<file path="config.mk">
export PLATFORM = sky130hd
export DESIGN_NAME = sample_buffer
export DESIGN_NICKNAME = d
export VERILOG_FILES = /design/src/rtl/sample_buffer.sv
export SDC_FILE = /design/constraint.sdc
export NUM_CORES = 1
export LEC_CHECK = 0
export ABC_AREA = 0
export BUFFER_PORTS_ARGS = -buffer_cell sky130_fd_sc_hd__buf_4
export CAP_MARGIN = 40
export CORE_MARGIN = 4
export CORE_UTILIZATION = 45
export CTS_BUF_LIST = sky130_fd_sc_hd__clkbuf_16
export DETAILED_ROUTE_END_ITERATION = 16
export HOLD_SLACK_MARGIN = 0.03
export PLACE_DENSITY = 0.64
export SYNTH_ARGS = -nofsm -noshare
export SYNTH_HDL_FRONTEND = slang
export SYNTH_SLANG_ARGS = --single-unit
</file>
<file path="constraint.sdc">
create_clock -name clk -period 6.1 [get_ports clk]
set_input_delay 1.22 -clock clk [delete_from_list [all_inputs] [get_ports clk]]
set_output_delay 1.22 -clock clk [all_outputs]
set_load 0.02 [all_outputs]
</file>
<file path="src/rtl/sample_buffer.sv">
// First-word-fall-through sample FIFO between the fast-clock sampling stage and a consumer.
// Tracks per-acquisition accepted word count and a sticky overflow flag; a drop halts capture.
module sample_buffer #(
    parameter int unsigned DEPTH_LOG2 = 5
) (
    input  logic                  clk,
    input  logic                  rst,
    input  logic                  acq_enable,
    input  logic [15:0]           in_data,
    input  logic                  in_valid,
    output logic [15:0]           out_data,
    output logic                  out_valid,
    input  logic                  out_ready,
    output logic [DEPTH_LOG2:0]   level,
    output logic                  overflow,
    output logic [31:0]           word_count
);

    localparam int unsigned DEPTH = 1 << DEPTH_LOG2;
    localparam int unsigned LW    = DEPTH_LOG2 + 1;

    localparam logic [1:0] ST_IDLE = 2'd0;
    localparam logic [1:0] ST_RUN  = 2'd1;
    localparam logic [1:0] ST_HALT = 2'd2;

    logic [1:0]            state;
    logic [1:0]            state_next;
    logic [DEPTH_LOG2-1:0] rd_ptr;
    logic [DEPTH_LOG2-1:0] wr_ptr;
    logic [15:0]           mem [DEPTH];
    logic [LW-1:0]         level_next;
    logic                  start;
    logic                  pop;
    logic                  push_try;
    logic                  push_ok;
    logic                  drop;
    logic                  full;

    // Event decode and next-state logic
    always_comb begin
        state_next = state;
        level_next = level;
        start      = (state == ST_IDLE) && acq_enable;
        pop        = out_valid && out_ready && !start;
        push_try   = in_valid && (state == ST_RUN);
        full       = (level == LW'(DEPTH));
        push_ok    = push_try && (!full || pop);
        drop       = push_try && full && !pop;

        case (state)
            ST_IDLE: if (acq_enable) state_next = ST_RUN;
            ST_RUN: begin
                if (!acq_enable)  state_next = ST_IDLE;
                else if (drop)    state_next = ST_HALT;
            end
            ST_HALT: if (!acq_enable) state_next = ST_IDLE;
            default: state_next = ST_IDLE;
        endcase

        case ({push_ok, pop})
            2'b10:   level_next = level + LW'(1);
            2'b01:   level_next = level - LW'(1);
            default: level_next = level;
        endcase
    end

    always_ff @(posedge clk) begin
        if (rst) state <= ST_IDLE;
        else     state <= state_next;
    end

    // Pointers, occupancy and acquisition statistics
    always_ff @(posedge clk) begin
        if (rst || start) begin
            rd_ptr     <= '0;
            wr_ptr     <= '0;
            level      <= '0;
            out_valid  <= 1'b0;
            overflow   <= 1'b0;
            word_count <= '0;
        end else begin
            if (push_ok) wr_ptr <= wr_ptr + DEPTH_LOG2'(1);
            if (pop)     rd_ptr <= rd_ptr + DEPTH_LOG2'(1);
            level     <= level_next;
            out_valid <= (level_next != '0);
            if (drop) overflow <= 1'b1;
            if (push_ok && (word_count != 32'hFFFF_FFFF))
                word_count <= word_count + 32'd1;
        end
    end

    // Storage is not reset; out_data is only meaningful while out_valid is high
    always_ff @(posedge clk) begin
        if (!rst && push_ok) mem[wr_ptr] <= in_data;
    end

    assign out_data = mem[rd_ptr];

endmodule

</file>
== After elaboration in Yosys (flattened, before gate mapping) ==
Memory sizes are Yosys's and may differ from the RTL's. A register that Yosys moved wholly into a read port is not among the register bits.
Cells that the tools add are included.

* Register bits after elaboration: 52
* Bits in writable memories: 512
* Input port bits: 21
* Output and inout port bits: 56
* Word-level logic and storage cells: 50
* Memories kept: 1

{| class="wikitable"
|+ Memory list
! name !! words !! bits a word !! rd ports !! clocked after memory_dff !! wr ports !! RTL line !! RTL
|-
| mem || 32 || 16 || 1 || 1 || 1 || 30 || <nowiki>logic [15:0] mem [DEPTH];</nowiki>
|}

* Add/subtract/negate cells: 5
* Eq/ne operators: 9
* Multiplexer cells: 10
* Reduce and logical (&&, ||, !) cells: 18

{| class="wikitable"
|+ Operator list
! cell !! count
|-
| adder 32 x 1 -> 32 bit, second input constant || 1
|-
| inequality test 32 bit, second input constant || 1
|-
| one-hot mux 6 bit (2 select lines) || 1
|-
| adder 5 x 1 -> 5 bit, second input constant || 2
|-
| two-way mux 5 bit || 2
|-
| logical AND 1 bit || 9
|-
| two-way mux 2 bit || 4
|-
| adder 6 x 1 -> 6 bit, second input constant || 1
|-
| == test 6 bit, second input constant || 1
|-
| one-hot mux 2 bit (3 select lines) || 1
|-
| nonzero test 6 bit || 1
|-
| subtractor 6 x 1 -> 6 bit, second input constant || 1
|-
| == test 2 x 1 -> 1 bit, second input constant || 2
|-
| == test 2 bit, second input constant || 2
|-
| zero test 1 bit || 4
|-
| inequality test 2 bit, second input constant || 2
|-
| inequality test 3 bit, second input constant || 1
|-
| AND reduction 3 bit || 1
|-
| zero test 2 bit || 1
|-
| logical OR 1 bit || 2
|-
| two-way mux 1 bit || 2
|}

== Depth between registers and ports, before layout ==
* Depth in word-level cells: 9
* Depth in mapped cells: 9
* Depth with buffers taken out: 9

== Worst setup path after synthesis ==
Ideal clock, no wire load.

* Kind: reg2out
* From: reg (tool-made name)
* To: out out_data[0]
* Arrival time: 2.103 ns
* Required time: 4.880 ns
* Slack: 2.777 ns
* Stages on the path, launching flop included: 6
* Path buffers: 2
* Path through: dfxtp_1 clkbuf_1 clkbuf_1 mux4_2 mux4_2 mux2_2

{| class="wikitable"
|+ RTL lines
! what !! RTL line !! RTL
|-
| to (decl) || 11 || <nowiki>output logic [15:0] out_data,</nowiki>
|}

==> results.py <==
metrics = {
    "sta": {
        "timing.final.hold_violations": 0,
        "finalClockSkew_ns": 0.01795,
        "setup_ws_ns": 1.300,
        "fin_hold_ws_ns": 0.4726,
        "grt_setup_unrepaired": "false",
        "max_freq_mhz": 208.3,
        "tightestPinTransition_ns": 0.8806,
        "final_period_minus_worst_setup_slack_ns": 4.800,
        "finalMaxSlewViolations": 0,
        "max-slew-margin-rel": 0.4075,
        "fin_tns_setup_ns": 0,
        "report.final.setup_viol": 0,
        "period_share": 0.7869,
    },
    "detailed_routing": {
        "post_drt_wl_per_cell_um": 26.47,
        "ant_nets": 0,
        "drt_pre_antenna_iters": 5,
        "avgViaCountPerCell": 5.700,
        "drt_wl_total_um": 50580,
        "num_vias": 10893,
        "dr.first_iter.drc_count": 1100,
        "remaining_drcs": 0,
    },
    "pwr": {
        "seq_power_share": 0.548,
        "power.net_switching_mw": 1.546,
        "static-leakage-power_nw": 8.014,
        "power.combinational.fraction": 0.018,
        "power_switching_share": 0.1994,
        "power.density_cell_area_mw_per_mm2": 298.0,
        "vdd_drop_max_v": 0.0001934,
        "share_clk_of_total_power": 0.434,
        "power.internal_mw": 6.208,
    },
    "grt": {
        "globalRoute.totalOverflow": 0,
        "maximum_number_of_pins_on_one_net_before_global_route_repair": 55,
        "initial_antenna_violation_count": 2,
        "grt_usage": 0.1935,
        "first_pass_grt_wire_length_um": 74930,
        "via_count_of_the_first_global_routing_pass": 10997,
    },
    "clock_network": {
        "cts.htree.levels": 2,
        "number_of_sinks_on_the_clock_net": 569,
        "hold_buffers": 0,
        "ctsLongestPathBuffers": 3,
        "cts-buffers-inserted": 56,
        "skew_pair_late_insertion_delay_ns": 0.62,
        "ctsRootBufferMaster": "sky130_fd_sc_hd__clkbuf_16",
        "cts_setup_buffers": 0,
        "cts_resized": 0,
        "clk_pin_slew_ns": 0.06,
        "tritoncts": "yes",
    },
    "outcome": {
        "run_status": "finished clean",
    },
    "layout": {
        "finalInstanceArea_sq_mm": 0.02602,
        "multi_input_comb_area_sq_mm": 0.005555,
        "final_layout_size_suffix_gt1_frac": 0.3443,
        "final_cells": 1911,
        "ff_latch_area_sq_mm": 0.01653,
        "filler_cell_count": 3796,
        "area.growth.synth_to_final_pct": 17.44,
        "fin_nets": 1226,
    },
    "yosys": {
        "yosys.area_share.adder": 0.003953,
        "post_synth_and_or_nand_nor_area_fraction": 0.04309,
        "number_of_flip_flops_and_latches_in_the_synthesized_netlist": 569,
        "yosys_warnings": 0,
        "ys.flop_type": "sky130_fd_sc_hd__edfxtp_1",
        "synth-edff-count": 512,
        "post-synth-top-area-cell": "sky130_fd_sc_hd__edfxtp_1",
        "post_synth_xor_area_fraction": 0.01542,
        "synth.net_count": 1098,
        "synth_top_area_share": 0.6939,
        "syn-mean-instance-area_sq_um": 20.71,
        "syn-instance-count": 1070,
        "synth_top_family_by_area": "multiplexers",
        "leading_cell_types_by_total_area_after_synthesis": "sky130_fd_sc_hd__edfxtp_1 69%, sky130_fd_sc_hd__mux4_2 16%, sky130_fd_sc_hd__dfxtp_1 5.2%",
        "ys_async_sr_fraction": 0,
        "seq_area_frac_synth": 0.7454,
        "synth-compound-area-share": 0.008471,
        "post_synth_mux_area_share": 0.1726,
        "post_synthesis_instance_area_sq_mm": 0.02216,
        "yosysUniqueCellTypes": 46,
    },
    "floorplan": {
        "dieHeight_um": 229.9,
        "design.core.area_sq_mm": 0.04885,
        "dieWidth_um": 229.9,
        "io_pins": 77,
        "dieArea_sq_mm": 0.05285,
        "num_rows": 81,
        "initial_utilization": 0.4536,
    },
    "placement": {
        "detailedPlace.worstSlack_ns": 1.851,
        "hpwl_um": 30710,
        "post_dp_cell_area_sq_mm": 0.02421,
        "numPlacedInstances": 1804,
        "gpl.final_weighted_congestion": 0.7692,
        "io_buffers": 76,
    },
    "worst_setup_path": {
        "crit_path_max_fanout": 50,
        "crit_type": "reg -> out",
        "critical_path_required_ns": 4.88,
        "critPathLaunchType": "flop",
        "critical_path_arrival_ns": 3.58,
        "critPathCaptureType": "output pin",
    },
    "worst_hold_path": {
        "hold_path_class": "reg -> reg",
    },
    "flow_run": {
        "timing.max_cap.violations": 0,
    },
}
-- cell families (layout without fill, tap and decap cells) --
| logic type | count (synthesis) | count (layout) |
|---|---|---|
| DFF | 569 | 569 |
| xor gates and xnor gates | 39 | 39 |
| muxes | 180 | 180 |
| buffers and inverters | 58 | 234 |
| and+or+nand+nor | 192 | 192 |
| other | 0 | 1 |
| AOI/OAI and AO/OA | 25 | 25 |
| adders and majority gates | 7 | 7 |
-- state kept, by name, summed over array words and instances, names as in the netlist, named ones only --
register    flops
out_valid       1
rd_ptr          5
wr_ptr          5
word_count     32
state           2
level           6
overflow        1
mem           512
-- per-layer routing --
| layer | GRT usage | vias up | wire, um |
|---|---|---|---|
| met4 | 0.04499 | 0 | 868 |
| met3 | 0.04386 | 58 | 4005 |
| li1 | - | 4657 | - |
| met2 | 0.2981 | 430 | 24000 |
| met1 | 0.2860 | 5748 | 21700 |
| met5 | 0 | - | 0 |
-- Yosys cell counts, drive strengths merged (13+ instances only) --
master	n
xor2	26
nand3	14
nor2	87
mux4	160
nand2	24
buf	21
nand4	19
mux2	16
xnor2	13
edfxtp	512
dfxtp	57
clkbuf	29
-- cells in the final DEF (no fill, tap or decap), drive strengths merged, types with 7 or more instances in the layout --
cell	instances
edfxtp	512
mux4	160
buf	120
nor2	87
clkbuf	57
dfxtp	57
xor2	26
clkinv	25
nand2	24
inv	24
nand4	19
mux2	16
nand3	14
xnor2	13
nor3	10
a21oi	7
ha	7
o21ai	7
nor4	7
-- final timing paths --
path         startpoint     endpoint  slack (ns)  cells after the start
max                flop  out_data[2]        1.30                      5
min            overflow     overflow        0.47                      2
max reg2reg    level[0]    mem[7][2]        3.04                      6
min reg2reg    overflow     overflow        0.47                      2
-- worst max-delay path, stage by stage (launching register included) --
cell,delay (ns)
sky130_fd_sc_hd__dfxtp_4,0.79
sky130_fd_sc_hd__buf_12,0.45
sky130_fd_sc_hd__mux4_2,0.59
sky130_fd_sc_hd__mux4_2,0.56
sky130_fd_sc_hd__mux2_2,0.33
sky130_fd_sc_hd__buf_4,0.17
-- stage by stage --
| stage | util | power [mW] |
|---|---|---|
| 2_1_floorplan | - | 4.397 |
| 3_3_place_gp | 0.4858 | 4.469 |
| 3_5_place_dp | 0.4957 | 4.476 |
| 4_1_cts | 0.5326 | 7.833 |
| 5_1_grt | 0.5327 | 8.027 |
| 6_report | 0.5327 | 7.754 |
-- power by group through the flow --
stage / Clock, mW / Combinational, mW / Sequential [mW]
CTS: 3.44 / 0.142 / 4.25
detailed placement: 0 / 0.142 / 4.33
floorplan: 0 / 0.0628 / 4.33
global placement: 0 / 0.135 / 4.33
global route: 3.63 / 0.152 / 4.25
finish: 3.36 / 0.140 / 4.25
-- final cells by class --
cell class | instances | area share
multi-input cells | 443 | 0.2135
clock inverters | 49 | 0.01457
inverters | 8 | 0.001154
diodes | 1 | 0.00009617
clock buffers | 57 | 0.05482
flip-flops and latches | 569 | 0.6351
repair buffers | 120 | 0.04885
well taps | 664 | 0.03193
Power figures use the tool's default switching activity.
